**config.mk**
```make
export PLATFORM = sky130hd
export DESIGN_NAME = bias_add_child
export DESIGN_NICKNAME = d
export VERILOG_FILES = /design/src/rtl/bias_add_child.sv
export SDC_FILE = /design/constraint.sdc
export NUM_CORES = 1
export LEC_CHECK = 0
export ABC_AREA = 0
export CORE_MARGIN = 1.5
export CORE_UTILIZATION = 48
export CTS_CLUSTER_SIZE = 8
export DETAILED_ROUTE_END_ITERATION = 6
export PLACE_DENSITY_LB_ADDON = 0.15
export SLEW_MARGIN = 30
export SYNTH_ARGS = -nofsm -noshare
export SYNTH_HDL_FRONTEND = slang
export SYNTH_SLANG_ARGS = --single-unit
```
**constraint.sdc**
```tcl
create_clock -name clk -period 2.3 [get_ports clk]
set_input_delay 0.69 -clock clk [delete_from_list [all_inputs] [get_ports clk]]
set_output_delay 0.69 -clock clk [all_outputs]
set_load 0.01 [all_outputs]
```
**src/rtl/bias_add_child.sv**
```systemverilog
// Per-column bias stage: saturating signed add of a held bias, followed by a small
// ready/valid output FIFO and a sticky saturation flag for overflow monitoring.
module bias_add_child #(
    parameter int unsigned DATA_W = 16,
    parameter int unsigned DEPTH  = 2
) (
    input  logic              clk,
    input  logic              rst,
    input  logic              bias_load_in,
    input  logic [DATA_W-1:0] bias_in,
    input  logic              ba_valid_in,
    input  logic [DATA_W-1:0] ba_data_in,
    output logic              ba_ready_out,
    output logic              ba_valid_out,
    output logic [DATA_W-1:0] ba_data_out,
    input  logic              ba_ready_in,
    input  logic              sat_clr_in,
    output logic              sat_flag_out
);

    localparam int unsigned PtrW = (DEPTH > 1) ? $clog2(DEPTH) : 1;
    localparam int unsigned CntW = $clog2(DEPTH + 1);
    localparam logic [PtrW-1:0] PtrLast = PtrW'(DEPTH - 1);
    localparam logic [PtrW-1:0] PtrOne  = PtrW'(1);
    localparam logic [CntW-1:0] CntFull = CntW'(DEPTH);
    localparam logic [CntW-1:0] CntOne  = CntW'(1);
    localparam logic [DATA_W-1:0] SatMax = {1'b0, {(DATA_W - 1){1'b1}}};
    localparam logic [DATA_W-1:0] SatMin = {1'b1, {(DATA_W - 1){1'b0}}};

    logic [DATA_W-1:0] bias_q, bias_d;
    logic [DATA_W-1:0] mem_q [DEPTH];
    logic [PtrW-1:0]   wr_ptr_q, wr_ptr_d;
    logic [PtrW-1:0]   rd_ptr_q, rd_ptr_d;
    logic [CntW-1:0]   count_q, count_d;
    logic              sat_q, sat_d;

    logic              push, pop;
    logic [DATA_W:0]   sum;
    logic [DATA_W-1:0] sum_sat;
    logic              sat_hit;

    // Wrap explicitly so non-power-of-two depths work.
    function automatic logic [PtrW-1:0] ptr_inc(input logic [PtrW-1:0] p);
        return (p == PtrLast) ? '0 : p + PtrOne;
    endfunction

    always_comb begin
        sum     = {ba_data_in[DATA_W-1], ba_data_in} + {bias_q[DATA_W-1], bias_q};
        // Sign bits disagree only when the true sum left the DATA_W range.
        sat_hit = sum[DATA_W] ^ sum[DATA_W-1];
        sum_sat = sum[DATA_W-1:0];
        if (sat_hit) begin
            sum_sat = sum[DATA_W] ? SatMin : SatMax;
        end
    end

    always_comb begin
        ba_ready_out = (count_q < CntFull);
        ba_valid_out = (count_q != '0);
        ba_data_out  = ba_valid_out ? mem_q[rd_ptr_q] : '0;
        sat_flag_out = sat_q;
    end

    always_comb begin
        push     = ba_valid_in && ba_ready_out;
        pop      = ba_valid_out && ba_ready_in;
        wr_ptr_d = push ? ptr_inc(wr_ptr_q) : wr_ptr_q;
        rd_ptr_d = pop ? ptr_inc(rd_ptr_q) : rd_ptr_q;
        count_d  = count_q;
        unique case ({push, pop})
            2'b10:   count_d = count_q + CntOne;
            2'b01:   count_d = count_q - CntOne;
            default: count_d = count_q;
        endcase
        // A saturating push in the same cycle as a clear keeps the flag set.
        if (push && sat_hit) begin
            sat_d = 1'b1;
        end else if (sat_clr_in) begin
            sat_d = 1'b0;
        end else begin
            sat_d = sat_q;
        end
        bias_d = bias_load_in ? bias_in : bias_q;
    end

    always_ff @(posedge clk or posedge rst) begin
        if (rst) begin
            bias_q   <= '0;
            wr_ptr_q <= '0;
            rd_ptr_q <= '0;
            count_q  <= '0;
            sat_q    <= 1'b0;
        end else begin
            bias_q   <= bias_d;
            wr_ptr_q <= wr_ptr_d;
            rd_ptr_q <= rd_ptr_d;
            count_q  <= count_d;
            sat_q    <= sat_d;
        end
    end

    always_ff @(posedge clk or posedge rst) begin
        if (rst) begin
            for (int i = 0; i < int'(DEPTH); i++) begin
                mem_q[i] <= '0;
            end
        end else if (push) begin
            mem_q[wr_ptr_q] <= sum_sat;
        end
    end

endmodule
```
* Yosys cells after proc, flatten, opt, wreduce, memory -nomap -nowiden *
Cells that the tools add are included.
W data, S select, Z words.

cells by class
  $add $sub $neg = 5
  magnitude comparators = 4
  eq/ne operators = 2
  mux-type cells = 14
  bitwise logic cells = 3
  reduce and logical (&&, ||, !) cells = 7

operator list
  kind                   count
  $mux W16               7
  $bwmux W32             1
  $add A16 B16 Y17       1
  $demux W16 S1          1
  $reduce_bool A2 Y1     3
  $ge A2 B2 Y1 const B   2
  $logic_and A1 B1 Y1    4
  $mux W1                4
  $not A1 Y2             2
  $pmux W2 S2            1
  $add A1 B1 Y1 const B  2
  $add A2 B1 Y2 const B  1
  $eq A2 B1 Y1 const B   1
  $eq A2 B2 Y1 const B   1
  $lt A2 B1 Y1 const B   1
  $lt A2 B2 Y1 const B   1
  $sub A2 B1 Y2 const B  1
  $xor A1 B1 Y1          1

storage, ports and cells
  register bits after elaboration = 53
  bits of input ports = 38
  output and inout bits = 19
  logic and storage cells = 42

* Logic depth before layout (Yosys ltp) *
  depth after elaboration = 6
  mapped depth = 11
  depth with buffers taken out = 10

* Worst setup path after synthesis *
No wires, ideal clock.

  path type = in2reg
  from = input port ba_data_in[0]
  to = register mem_q[8] in the netlist's numbering
  setup time = 87 ps
  arrival time = 2742 ps
  required time = 2213 ps
  slack = -528 ps
  cell stages on the path = 10
  buffers on the path = 1
  path through = ha_1 -> inv_1 -> fa_1 -> nand2b_1 -> a21o_1 -> a311oi_1 -> o21ai_2 -> or3_4 -> buf_2 -> o211ai_1

between the ends
  word-level cells in the longest chain between the ends = 4
  elaborated cells between the ends (all ways) = 5
  classes of those cells = add/sub: 1; mux: 3; bitwise: 1

RTL lines
  item                                       line    RTL
  start: declaration                         12      input logic [DATA_W-1:0] ba_data_in,
  $add A16 B16 Y17 (*)                       48      sum = {ba_data_in[DATA_W-1], ba_data_in} + {bias_q[DATA_W-1], bias_q};
  $mux W16 or $xor A1 B1 Y1 (tied branches)  53, 50
  $mux W16 (*)                               52      if (sat_hit) begin
  $bwmux W32 (*)                             108     mem_q[wr_ptr_q] <= sum_sat;
  end signal: indexed assignment             108
  end: declaration                           31      logic [DATA_W-1:0] mem_q [DEPTH];

Mark *: on every way between the ends. The rest lies on a longest branch, timed or not.
A chain may end at the register's enable or synchronous reset.

* Worst setup path after layout *
  from = input port ba_data_in[13]
  to = register mem_q[16] in the netlist's numbering

The elaborated chain is that of the path after synthesis.

==> run summary <==
=================================================================================================================
Status                                                                                               complete, but fails checks
Failing checks                                                                                       design-rule violations, negative setup slack
Number of sinks handled by clock tree synthesis                                                                53
Final clock skew                                                                                          9.54 ps
Multiplexer share of the synthesized area                                                                   10.2%
Prevailing post-synth register cell                                                                  sky130_fd_sc_hd__dfrtp_1
Worst vdd ir                                                                                             0.504 mV
Post-Synthesis Cells                                                                                          332
Synthesis warning total                                                                                         0
Area of combinational cells with multiple inputs                                                      0.00237 mm²
Placed instance count                                                                                         513
Total core area                                                                                       0.00642 mm²
Overall power of the completed layout                                                                     5.06 mW
Reg2Reg Capture Point                                                                                   mem_q[16]
Overflow after GRT                                                                                              0
Violation count after the first detailed-route iteration                                                      178
Register-to-register setup slack                                                                          -260 ps
Number of synthesized register bits                                                                            53
Largest net degree at the start of global routing                                                              37
CTS HTree Levels                                                                                                2
Share of synthesized cell area in and, or, nand and nor gates                                               14.1%
Largest family of logic cells by synthesized area                                                    compound AO/OA/AOI/OAI gates
Final hold slack                                                                                           495 ps
Worst slack, placed                                                                                      -1010 ps
Number of antenna violations at the first check in global routing                                               0
Proportion of layout cells with a drive suffix above 1                                                      41.2%
Overall die width                                                                                         85.2 µm
Post-route cell area                                                                                  0.00519 mm²
Input/output buffers                                                                                           56
Slew headroom                                                                                               62.8%
Setup repair after global routing missed its margin                                                           yes
Final net count                                                                                               528
Synthesized-area fraction occupied by xor and xnor cells                                                    5.98%
Number of enable flip-flop cells after synthesis                                                                0
Hold-fix buffers, CTS                                                                                           0
Ratio of routed vias to standard cells                                                                       5.67
Cell Area, Placed                                                                                     0.00440 mm²
Number of cells on the worst reg-to-reg path                                                                    9
Power Density                                                                                          975 mW/mm²
Area fraction in compound gates after synthesis                                                             17.9%
Share of the core filled with cells in the final layout                                                     80.9%
Part of the cycle the worst path needs                                                                       112%
Setup crit end kind                                                                                      register
Fraction of the yosys area taken by sequential cells                                                        40.9%
Syn Nets                                                                                                      388
Startpoint of the worst register-to-register path                                                      bias_q[13]
Reg area                                                                                              0.00133 mm²
Filler Cells Inserted                                                                                         369
Post-synthesis to final-layout area growth                                                                  60.2%
Routed WL per cell                                                                                        17.3 µm
Aggregate negative setup slack                                                                           -5750 ps
Min-Delay Endpoint                                                                                      mem_q[15]
Height of the chip                                                                                        85.2 µm
Final worst path period need                                                                              2570 ps
DRT antenna net count                                                                                           0
First-pass GRT wire length                                                                               14700 µm
Total clock buffers created by CTS                                                                              5
Crit path arrival time                                                                                    2770 ps
Count of unresolved DRC violations after routing                                                                4
Max-slew violations                                                                                             0
HPWL after DPL                                                                                            5830 µm
Clock-pin slew reported for the worst setup and hold paths after clock tree synthesis                      100 ps
Placement row count                                                                                            29
Max Clock Freq                                                                                            389 MHz
Clk root buf                                                                                         sky130_fd_sc_hd__clkbuf_8
Final std cells w/o fill                                                                                      550
Commonest non-fill, non-tap cell in the layout                                                       sky130_fd_sc_hd__buf_4
Number of antenna cells inserted                                                                                0
Number of instances on the worst hold path                                                                      2
Clock insertion delay at the later pin of the skew report                                                  320 ps
Number of max-cap violations                                                                                    0
Min-Delay Startpoint                                                                                    mem_q[15]
Commonest cells after routing, fill and taps aside                                                   sky130_fd_sc_hd__buf_4, sky130_fd_sc_hd__dfrtp_1, sky130_fd_sc_hd__nand2_1
Critical Path RT                                                                                          2500 ps
Worst Max-Slew Pin Slew                                                                                    558 ps
Path class of the lowest-slack min-delay path                                                        register to register
Number of global-route vias before repair                                                                    3056
Routability congestion estimate                                                                             0.857
Total I/O pin count                                                                                            57
Bufs on Longest Clock Path                                                                                      2
Effective utilization at floorplan                                                                          50.5%
Setup CP Type                                                                                        input port to register
Post-synthesis instance area                                                                          0.00324 mm²
Arithmetic-cell share of the synthesized area counting full adders, half adders and majority gates          7.49%
Overall global routing resource usage                                                                       25.6%
Count of different cell masters after synthesis                                                                48
First-pass iteration count of the detailed router                                                               7
Leakage power of the design                                                                               2.32 nW
Crit Path Max Fanout                                                                                            5
Nature of the critical path startpoint                                                                 input port
Sum of routed wire length over all layers                                                                 9540 µm
CTS tree                                                                                                      yes
Setup slack of the critical path after layout                                                             -269 ps
Vias after detailed routing                                                                                  3120
Setup-violating endpoint count in the final report                                                             31
FFs w/ async S/R, synth                                                                                      100%
Average cell area after synthesis                                                                        9.76 µm²
Die ar.                                                                                               0.00726 mm²
Final-report hold violation count                                                                               0
=================================================================================================================
==> cell usage after synthesis (7+ instances only) <==
library cell / n / share of area [%]
sky130_fd_sc_hd__ha_1: 17 / 6.6
sky130_fd_sc_hd__o211ai_1: 15 / 3.5
sky130_fd_sc_hd__mux2_2: 15 / 5.2
sky130_fd_sc_hd__dfrtp_1: 53 / 41
sky130_fd_sc_hd__xnor2_1: 10 / 2.7
sky130_fd_sc_hd__nor3_1: 8 / 1.2
sky130_fd_sc_hd__mux2i_1: 16 / 4.9
sky130_fd_sc_hd__nand2_1: 46 / 5.3
sky130_fd_sc_hd__xor2_1: 9 / 2.4
sky130_fd_sc_hd__inv_1: 11 / 1.3
sky130_fd_sc_hd__a221o_1: 9 / 2.8
sky130_fd_sc_hd__o21ai_0: 11 / 1.7
sky130_fd_sc_hd__nor2_1: 30 / 3.5
sky130_fd_sc_hd__clkbuf_1: 9 / 1.0
sky130_fd_sc_hd__nand2b_1: 7 / 1.4
sky130_fd_sc_hd__a21oi_1: 16 / 2.5
==> flip-flops by register name, summed over array words and instances, names as in the netlist <==
name          cells
sat_flag_out      1
mem_q            32
wr_ptr_q          1
bias_q           16
rd_ptr_q          1
count_q           2
==> worst max-delay path, cell delays in order <==
cell,delay [ps]
sky130_fd_sc_hd__buf_6,100
sky130_fd_sc_hd__ha_4,200
sky130_fd_sc_hd__a21o_1,190
sky130_fd_sc_hd__a31o_1,220
sky130_fd_sc_hd__a221oi_4,370
sky130_fd_sc_hd__nand2_4,190
sky130_fd_sc_hd__xnor2_4,240
sky130_fd_sc_hd__buf_12,150
sky130_fd_sc_hd__a21oi_4,70
sky130_fd_sc_hd__a221o_1,330
==> area by class of cell <==
| class | instances | share of cell area [%] |
|---|---|---|
| multi-input cells | 256 | 45.6 |
| flip-flops and latches | 53 | 25.5 |
| repair buffers | 145 | 24.5 |
| well taps | 77 | 1.85 |
| clock buffers | 6 | 1.40 |
| inverters | 11 | 0.795 |
| clock inverters | 2 | 0.289 |
==> metal layers <==
metal	part of all wire (%)	global-route usage, %	vias to the layer above
li1	-	-	1473
met4	2.7	6.26	0
met5	0	0	-
met2	52	47.4	115
met3	4.6	2.82	23
met1	41	31.7	1509
==> how the worst max path moves through the flow <==
stage | startpoint | endpoint | cells after the start | slack [ps]
2_1_floorplan | ba_data_in[0] | mem_q[8] | 10 | -360
3_3_place_gp | ba_data_in[0] | mem_q[17] | 10 | -950
3_5_place_dp | ba_data_in[1] | mem_q[28] | 9 | -1010
4_1_cts | ba_data_in[13] | mem_q[0] | 9 | -140
5_1_grt | bias_q[13] | mem_q[16] | 9 | -370
6_report | ba_data_in[13] | mem_q[16] | 10 | -270
==> kinds of logic (layout without fill, tap and decap cells) <==
| kind of cell | Yosys count | in the layout |
|---|---|---|
| compound gates | 79 | 79 |
| xor+xnor | 20 | 22 |
| flops | 53 | 53 |
| simple gates | 104 | 105 |
| buf+inv | 26 | 164 |
| mux | 31 | 31 |
| fa+ha+maj | 19 | 19 |
==> repair_timing <==
| action | in CTS | in global routing |
|---|---|---|
| gates cloned | 3 | 0 |
| resized for setup | 127 | 22 |
| endpoints found under the setup margin | 50 | 33 |
| setup buffers | 17 | 10 |
| pin swaps | 56 | 34 |
==> power by group <==
group / total (mW) / internal (mW) / switching [mW] / leakage, nW
combinational: 3.00 / 1.56 / 1.44 / 1.65
clock: 0.536 / 0.215 / 0.321 / 0.0374
sequential: 1.53 / 1.29 / 0.240 / 0.636
No activity file was read; power rests on OpenSTA's default activity.
